## config.mk

```make
export PLATFORM = sky130hd
export DESIGN_NAME = cu_if
export DESIGN_NICKNAME = d
export VERILOG_FILES = /design/src/rtl/cu_if.sv
export SDC_FILE = /design/constraint.sdc
export NUM_CORES = 1
export LEC_CHECK = 0
export CAP_MARGIN = 15
export CORE_ASPECT_RATIO = 0.9
export CORE_MARGIN = 5
export CORE_UTILIZATION = 50
export DETAILED_ROUTE_END_ITERATION = 7
export DONT_BUFFER_PORTS = 1
export GPL_TIMING_DRIVEN = 0
export HOLD_SLACK_MARGIN = 0.03
export PLACE_DENSITY = 0.74
export SETUP_SLACK_MARGIN = 0.5
export SYNTH_ARGS = -nofsm -noshare
export SYNTH_HDL_FRONTEND = slang
export SYNTH_SLANG_ARGS = --single-unit
```

## constraint.sdc

```tcl
create_clock -name soc_clk -period 2.82 [get_ports soc_clk]
set_input_delay 0.423 -clock soc_clk [delete_from_list [all_inputs] [get_ports soc_clk]]
set_output_delay 0.423 -clock soc_clk [all_outputs]
set_load 0.02 [all_outputs]
```

## src/rtl/cu_if.sv

```systemverilog
// Instruction fetch unit: fetches from instruction memory at pc, hands Cu_IR to decode.
// Optional fetch timeout enabled by defining IF_TIMEOUT_EN.
module cu_if #(
    parameter logic [31:0] RESET_PC       = 32'h0000_0000,
    parameter int          TIMEOUT_CYCLES = 16
) (
    input  logic        soc_clk,
    input  logic        IFU_reset_n,
    input  logic        fetch_enable,
    output logic        mem_req,
    output logic [31:0] mem_addr,
    input  logic        mem_ack,
    input  logic [31:0] mem_rdata,
    output logic [31:0] Cu_IR,
    output logic        decode_start,
    input  logic        IDU_stall,
    input  logic        IDU_ready,
    input  logic [31:0] pc_increment,
    input  logic        redirect_valid,
    input  logic [31:0] redirect_pc,
    output logic [31:0] pc,
    output logic        fetch_error,
    output logic [1:0]  dbg_state
);

    localparam logic [1:0] ST_IDLE    = 2'd0;
    localparam logic [1:0] ST_REQ     = 2'd1;
    localparam logic [1:0] ST_DELIVER = 2'd2;
    localparam logic [1:0] ST_ERROR   = 2'd3;
    localparam logic [31:0] NOP_INSN  = 32'h0000_0013;

    logic [1:0]  state_q, state_d;
    logic [31:0] pc_q, pc_d;
    logic [31:0] ir_q, ir_d;
    logic        ds_q, ds_d;
    logic        pend_v_q, pend_v_d;
    logic [31:0] pend_pc_q, pend_pc_d;
    logic [31:0] next_pc;
    logic [31:0] redir_tgt;
`ifdef IF_TIMEOUT_EN
    logic [31:0] tmo_q, tmo_d;
`endif

    // A zero step from decode is treated as a plain 4-byte advance.
    assign next_pc   = pc_q + ((pc_increment == 32'd0) ? 32'd4 : pc_increment);
    assign redir_tgt = redirect_valid ? redirect_pc : pend_pc_q;

    always_comb begin
        state_d   = state_q;
        pc_d      = pc_q;
        ir_d      = ir_q;
        ds_d      = 1'b0;
        pend_v_d  = pend_v_q;
        pend_pc_d = pend_pc_q;
`ifdef IF_TIMEOUT_EN
        tmo_d     = tmo_q;
`endif
        case (state_q)
            ST_IDLE: begin
                if (redirect_valid) begin
                    pc_d = redirect_pc;
                end else if (fetch_enable) begin
                    state_d = (pc_q[1:0] != 2'b00) ? ST_ERROR : ST_REQ;
                end
            end
            ST_REQ: begin
                if (mem_ack) begin
                    // A redirect seen during the request kills the returning data.
                    if (redirect_valid || pend_v_q) begin
                        pc_d     = redir_tgt;
                        pend_v_d = 1'b0;
                        state_d  = (redir_tgt[1:0] != 2'b00) ? ST_ERROR : ST_REQ;
                    end else begin
                        ir_d    = mem_rdata;
                        ds_d    = 1'b1;
                        state_d = ST_DELIVER;
                    end
                end else begin
                    if (redirect_valid) begin
                        pend_v_d  = 1'b1;
                        pend_pc_d = redirect_pc;
                    end
`ifdef IF_TIMEOUT_EN
                    tmo_d = tmo_q + 32'd1;
                    if (tmo_d == 32'(TIMEOUT_CYCLES)) begin
                        state_d  = ST_ERROR;
                        pend_v_d = 1'b0;
                    end
`endif
                end
            end
            ST_DELIVER: begin
                if (redirect_valid) begin
                    pc_d    = redirect_pc;
                    state_d = ST_IDLE;
                end else if (IDU_ready && !IDU_stall) begin
                    pc_d = next_pc;
                    if (!fetch_enable) begin
                        state_d = ST_IDLE;
                    end else begin
                        state_d = (next_pc[1:0] != 2'b00) ? ST_ERROR : ST_REQ;
                    end
                end
            end
            default: begin
                if (redirect_valid) begin
                    pc_d    = redirect_pc;
                    state_d = ST_IDLE;
                end
            end
        endcase
`ifdef IF_TIMEOUT_EN
        if (state_d == ST_REQ && (state_q != ST_REQ || mem_ack)) begin
            tmo_d = 32'd0;
        end
`endif
    end

    always_ff @(posedge soc_clk) begin
        if (!IFU_reset_n) begin
            state_q   <= ST_IDLE;
            pc_q      <= RESET_PC;
            ir_q      <= NOP_INSN;
            ds_q      <= 1'b0;
            pend_v_q  <= 1'b0;
            pend_pc_q <= 32'd0;
`ifdef IF_TIMEOUT_EN
            tmo_q     <= 32'd0;
`endif
        end else begin
            state_q   <= state_d;
            pc_q      <= pc_d;
            ir_q      <= ir_d;
            ds_q      <= ds_d;
            pend_v_q  <= pend_v_d;
            pend_pc_q <= pend_pc_d;
`ifdef IF_TIMEOUT_EN
            tmo_q     <= tmo_d;
`endif
        end
    end

    assign mem_req      = (state_q == ST_REQ);
    assign mem_addr     = mem_req ? pc_q : 32'd0;
    assign Cu_IR        = ir_q;
    assign decode_start = ds_q;
    assign pc           = pc_q;
    assign fetch_error  = (state_q == ST_ERROR);
    assign dbg_state    = state_q;

endmodule

```

# Word level (Yosys, flattened, before mapping)
# Index checks and enable logic that the tools add are counted.
dict set report classes {
  add_sub_neg 1
  n_eq_ne 9
  mux 25
  bitwise_logic 2
  reduce_logical 17
}
# op n
set op_table {}
lappend op_table {{$mux W32} 8}
lappend op_table {{$pmux W32 S2} 1}
lappend op_table {{$add A32 B32 Y32} 1}
lappend op_table {{$logic_not A32 Y1} 1}
lappend op_table {{$mux W2} 11}
lappend op_table {{$reduce_and A3 Y1} 3}
lappend op_table {{$reduce_bool A2 Y1} 4}
lappend op_table {{$ne A2 B1 Y1 const B} 3}
lappend op_table {{$pmux W2 S3} 1}
lappend op_table {{$reduce_and A5 Y1} 1}
lappend op_table {{$eq A2 B2 Y1 const B} 2}
lappend op_table {{$mux W1} 4}
lappend op_table {{$ne A2 B2 Y1 const B} 2}
lappend op_table {{$reduce_and A4 Y1} 1}
lappend op_table {{$reduce_bool A4 Y1} 1}
lappend op_table {{$ne A3 B3 Y1 const B} 1}
lappend op_table {{$reduce_bool A3 Y1} 1}
lappend op_table {{$eq A2 B1 Y1 const B} 1}
lappend op_table {{$logic_not A2 Y1} 1}
lappend op_table {{$not A1 Y1} 2}
lappend op_table {{$reduce_and A2 Y1} 1}
lappend op_table {{$logic_and A1 B1 Y1} 1}
lappend op_table {{$logic_not A1 Y1} 1}
lappend op_table {{$logic_or A1 B1 Y1} 1}
dict set report totals {
  regBits 100
  elab_cells 60
}

# Logic depth before layout (Yosys ltp)
dict set report logic_depth {
  depth_word 9
  mapped_depth 12
  mapped_depth_nobuf 12
}

# Least setup slack after synthesis
# OpenSTA, ideal clock, no wires.
dict set report synth_timing {
  path_kind {input to register}
  startpoint {input pc_increment[25]}
  endpoint {register pc_q[26] (netlist: pc[26])}
  t_arrival_ns 2.674
  required_ns 2.704
  slack_ns 0.029
  path_stages 12
  n_path_buf 0
  cell_sequence {nor4_1 -> nand4_1 -> o21bai_1 -> ha_1 -> nor2b_4 -> o31ai_2 -> a31o_2 -> a211oi_1 -> o311ai_0 -> mux2i_1 -> a21oi_1 -> a31o_2}
}
dict set report synth_between {
  elab_chain_cells 6
}
# item line_no
set synth_lines {}
lappend synth_lines {{start, declared} 18} ;# input logic [31:0] pc_increment,
lappend synth_lines {{$logic_not A32 Y1} 45} ;# assign next_pc = pc_q + ((pc_increment == 32'd0) ? 32'd4 : pc_increment);
lappend synth_lines {{$mux W32 (*)} 45}
lappend synth_lines {{$add A32 B32 Y32 (*)} 45}
lappend synth_lines {{$mux W32 (*)} 96} ;# end else if (IDU_ready && !IDU_stall) begin
lappend synth_lines {{$mux W32 (*)} 93} ;# if (redirect_valid) begin
lappend synth_lines {{$pmux W32 S2 (*)} 58} ;# case (state_q)
lappend synth_lines {{end signal, assigned} 132} ;# pc_q <= pc_d;
lappend synth_lines {{end, declared} 33} ;# logic [31:0] pc_q, pc_d;
# Mark *: on every way between the ends. The rest lies on a longest branch, timed or not. The select of a mux whose other input is x is not followed.
# A chain may end at the register's enable or synchronous reset.

# Final worst setup path
dict set report layout_timing {
  startpoint {input pc_increment[30]}
  endpoint {register pc_q[31] (netlist: pc[31])}
}
# The elaborated chain is that of the path after synthesis.

==> qor.yml <==
status: "complete, but fails checks"
violations: "negative setup slack"
multi_input_area_um2: 4440
grt_pass1_wl_um: 32900
routabilityCongestion: 0.942
internal_power_mw: 3.64
drtIter0Drc: 780
rsz0062_at_grt: "yes"
overflow: 0
stdcell_area_um2: 7630
cts_htree_levels: 3
synth_cell_types: 63
clk_pin_slew_worst_paths_ns: 0.07
synthArstFlopShare: 0
grt_pass1_vias: 6101
cts_root_buffer: "clkbuf_16"
antennaDiodeCount: 0
cp.required_ns: 3.06
hold_violations: 0
dieArea_um2: 15100
r2r_setup_slack_ns: -0.12
cp-end-kind: "flop"
rows: 39
drc_errors: 0
slew_headroom: 0.517
post-place-ws_ns: -0.789
worstReg2RegEnd: "pc[31]"
period_needed_ns: 2.97
p_seq_frac: 0.316
fmax_ghz: 0.336
synth.yosys.warnings: 0
syn_area_um2: 6380
crit_type: "primary input to flop"
finalCritPeriodShare: 1.05
io_buffers: 0
setup_viol: 19
p_switching_mw: 3.26
hold_buffers: 0
die_w_um: 129
ys_ff_latch: 100
critPathLaunch: "pc_increment[30]"
crit_arrival_ns: 3.22
endpoint: "pc[31]"
reg2reg_from: "pc[6]"
clock_power_share: 0.167
ant_nets: 0
max-vdd-ir-drop_mv: 0.417
grt_start_max_net_pins: 17
netlist.area_leader.share: 0.314
powerDensity_nw_per_um2: 903
antenna_found_initial: 0
synthTopCellsByArea: "dfxtp_1 (31%), nand2_1 (11%), a21oi_1 (9.1%)"
initial_core_util: 0.507
tritoncts: "built"
wire_per_inst_um: 20.5
r2r_cells: 8
synthToLayoutAreaGrowth_pct: 19.6
path_cells: "nor4_4 -> nand4_1 -> o21bai_1 -> ha_2 -> a21o_1 -> a21oi_2 -> a21oi_4 -> o41ai_4 -> o31ai_4 -> a211oi_2 -> or4_1 -> and3_4"
cpMaxStageDelayCell: "or4_1"
worstPathMaxFanout: 3
io_pins: 204
synthMostInstantiatedCell: "nand2_1"
placed_area_um2: 6630
synthFlopType: "dfxtp_1"
syn_inst: 881
viasPerCell: 6.20
cts_sinks: 100
numCtsBuffers: 9
cap_viol_max_count: 0
nNetsFinal: 1053
crit_path_max_incr_delay_ns: 0.41
synth.avg_cell_area_um2: 7.24
synth_nets: 1020
power.leakage_nw: 2.85
fin_worst_skew_ns: 0.00679
core-area_um2: 12600
grt_use_total: 0.277
critPathLaunchType: "primary input"
firstDrtPassIters: 5
p_sw_frac: 0.473
die_h_um: 117
routed_wl_um: 22200
clk_latency_ns: 0.35
via_count: 6711
drv_slew: 0
tightest_slew_ns: 0.720
p_comb_frac: 0.517
seqCellArea_um2: 2010
holdCritPathClass: "primary input to flop"
hpwl_um: 16600
cts_max_path_buffers: 2
ys_seq_area_frac: 0.314
drive_gt1_frac: 0.176
fillCellCount: 1183
netlist_top_cells_count: "nand2_1 (186), a21oi_1 (116), dfxtp_1 (100)"
synth_edf_count: 0
synth_largest_area_cell: "dfxtp_1"
setup_slack_ns: -0.154
==> cell usage in the layout (no fill, tap or decap), types with 10 or more instances in the layout <==
cell type  synthesis  layout
buf_4              0      11
nand3_1           17      16
inv_1             13      12
xor2_1            15      14
ha_1              35      33
a21oi_1          116     107
nand4_1           10      10
buf_6              0      13
a221oi_1          15      10
a21o_1            14      14
clkbuf_1          82      67
nor2_1            31      26
nor3_1            15      13
and2_2             0      18
o21ai_0           55      41
o21ai_1            3      13
dfxtp_1          100      96
and2_4             0      12
nand2_1          186     184
==> worst max-delay path, delay by kind of cell <==
family                     cells  cell delay [ns]
AOI/OAI and AO/OA              7             1.34
and+or+nand+nor                4             1.23
adders and majority gates      1             0.22
==> metal layers <==
| layer | global-route usage | vias up | share of wire |
|---|---|---|---|
| li1 | - | 3164 | - |
| met1 | 0.370 | 3146 | 0.40 |
| met2 | 0.441 | 372 | 0.46 |
| met3 | 0.0953 | 29 | 0.13 |
| met4 | 0.0497 | 0 | 0.014 |
| met5 | 0 | - | 0 |
==> power by group through the flow <==
stage	logic [mW]	registers [mW]	clock network, mW
final	3.57	2.18	1.15
after global routing	3.88	2.21	1.23
after CTS	3.29	2.17	1.16
after detailed placement	2.92	2.19	0
after global placement	2.89	2.19	0
after floorplan	2.23	2.07	0
==> through the flow <==
step,hold slack [ns],util,std cells,setup TNS (ns),power [mW]
floorplan,0.434,-,881,0,4.30
global placement,0.443,0.527,1045,-18.81,5.08
detailed placement,0.445,0.527,1045,-18.54,5.11
CTS,0.197,0.589,1078,-0.343,6.62
global route,0.189,0.606,1083,-3.46,7.31
finish,0.199,0.606,1083,-1.46,6.89
==> cells by family (layout without fill, tap and decap cells) <==
group | count (synthesis) | after routing | synth area share
and+or+nand+nor | 333 | 333 | 0.239
DFF | 100 | 100 | 0.314
adders and majority gates | 36 | 36 | 0.0718
xor gates and xnor gates | 25 | 25 | 0.0343
buffers and inverters | 105 | 143 | 0.0629
muxes | 3 | 3 | 0.00510
AOI/OAI and AO/OA | 279 | 279 | 0.273
==> what timing repair did <==
action / 4_1_cts / 5_1_grt
gates resized for setup: 122 / 57
setup buffers: 17 / 5
pin swaps: 53 / 32
endpoints found under the setup margin: 126 / 88
==> area by class of cell <==
| type | count | area share |
|---|---|---|
| tap | 164 | 0.0269 |
| clock inverter | 5 | 0.00508 |
| clock buffer | 11 | 0.0305 |
| inverter | 14 | 0.00689 |
| sequential | 100 | 0.264 |
| buffer | 91 | 0.0566 |
| timing repair buffer | 22 | 0.0280 |
| multi-input combinational | 676 | 0.582 |
==> flip-flops by register name, indices dropped and copies added, names as in the netlist <==
signal        cells
pend_v_q          1
pc               32
Cu_IR            32
dbg_state         2
decode_start      1
pend_pc_q        32
==> how the worst min path moves through the flow <==
stage / slack [ns] / from / endpoint / depth (start not counted)
finish: 0.20 / mem_rdata[1] / Cu_IR[1] / 2
global route: 0.19 / redirect_pc[15] / pend_pc_q[15] / 2
floorplan: 0.43 / pend_pc_q[0] / pend_pc_q[0] / 2
CTS: 0.20 / mem_rdata[1] / Cu_IR[1] / 2
detailed placement: 0.44 / pend_pc_q[4] / pend_pc_q[4] / 2
global placement: 0.44 / pend_pc_q[27] / pend_pc_q[27] / 2
Power figures use the tool's default switching activity.
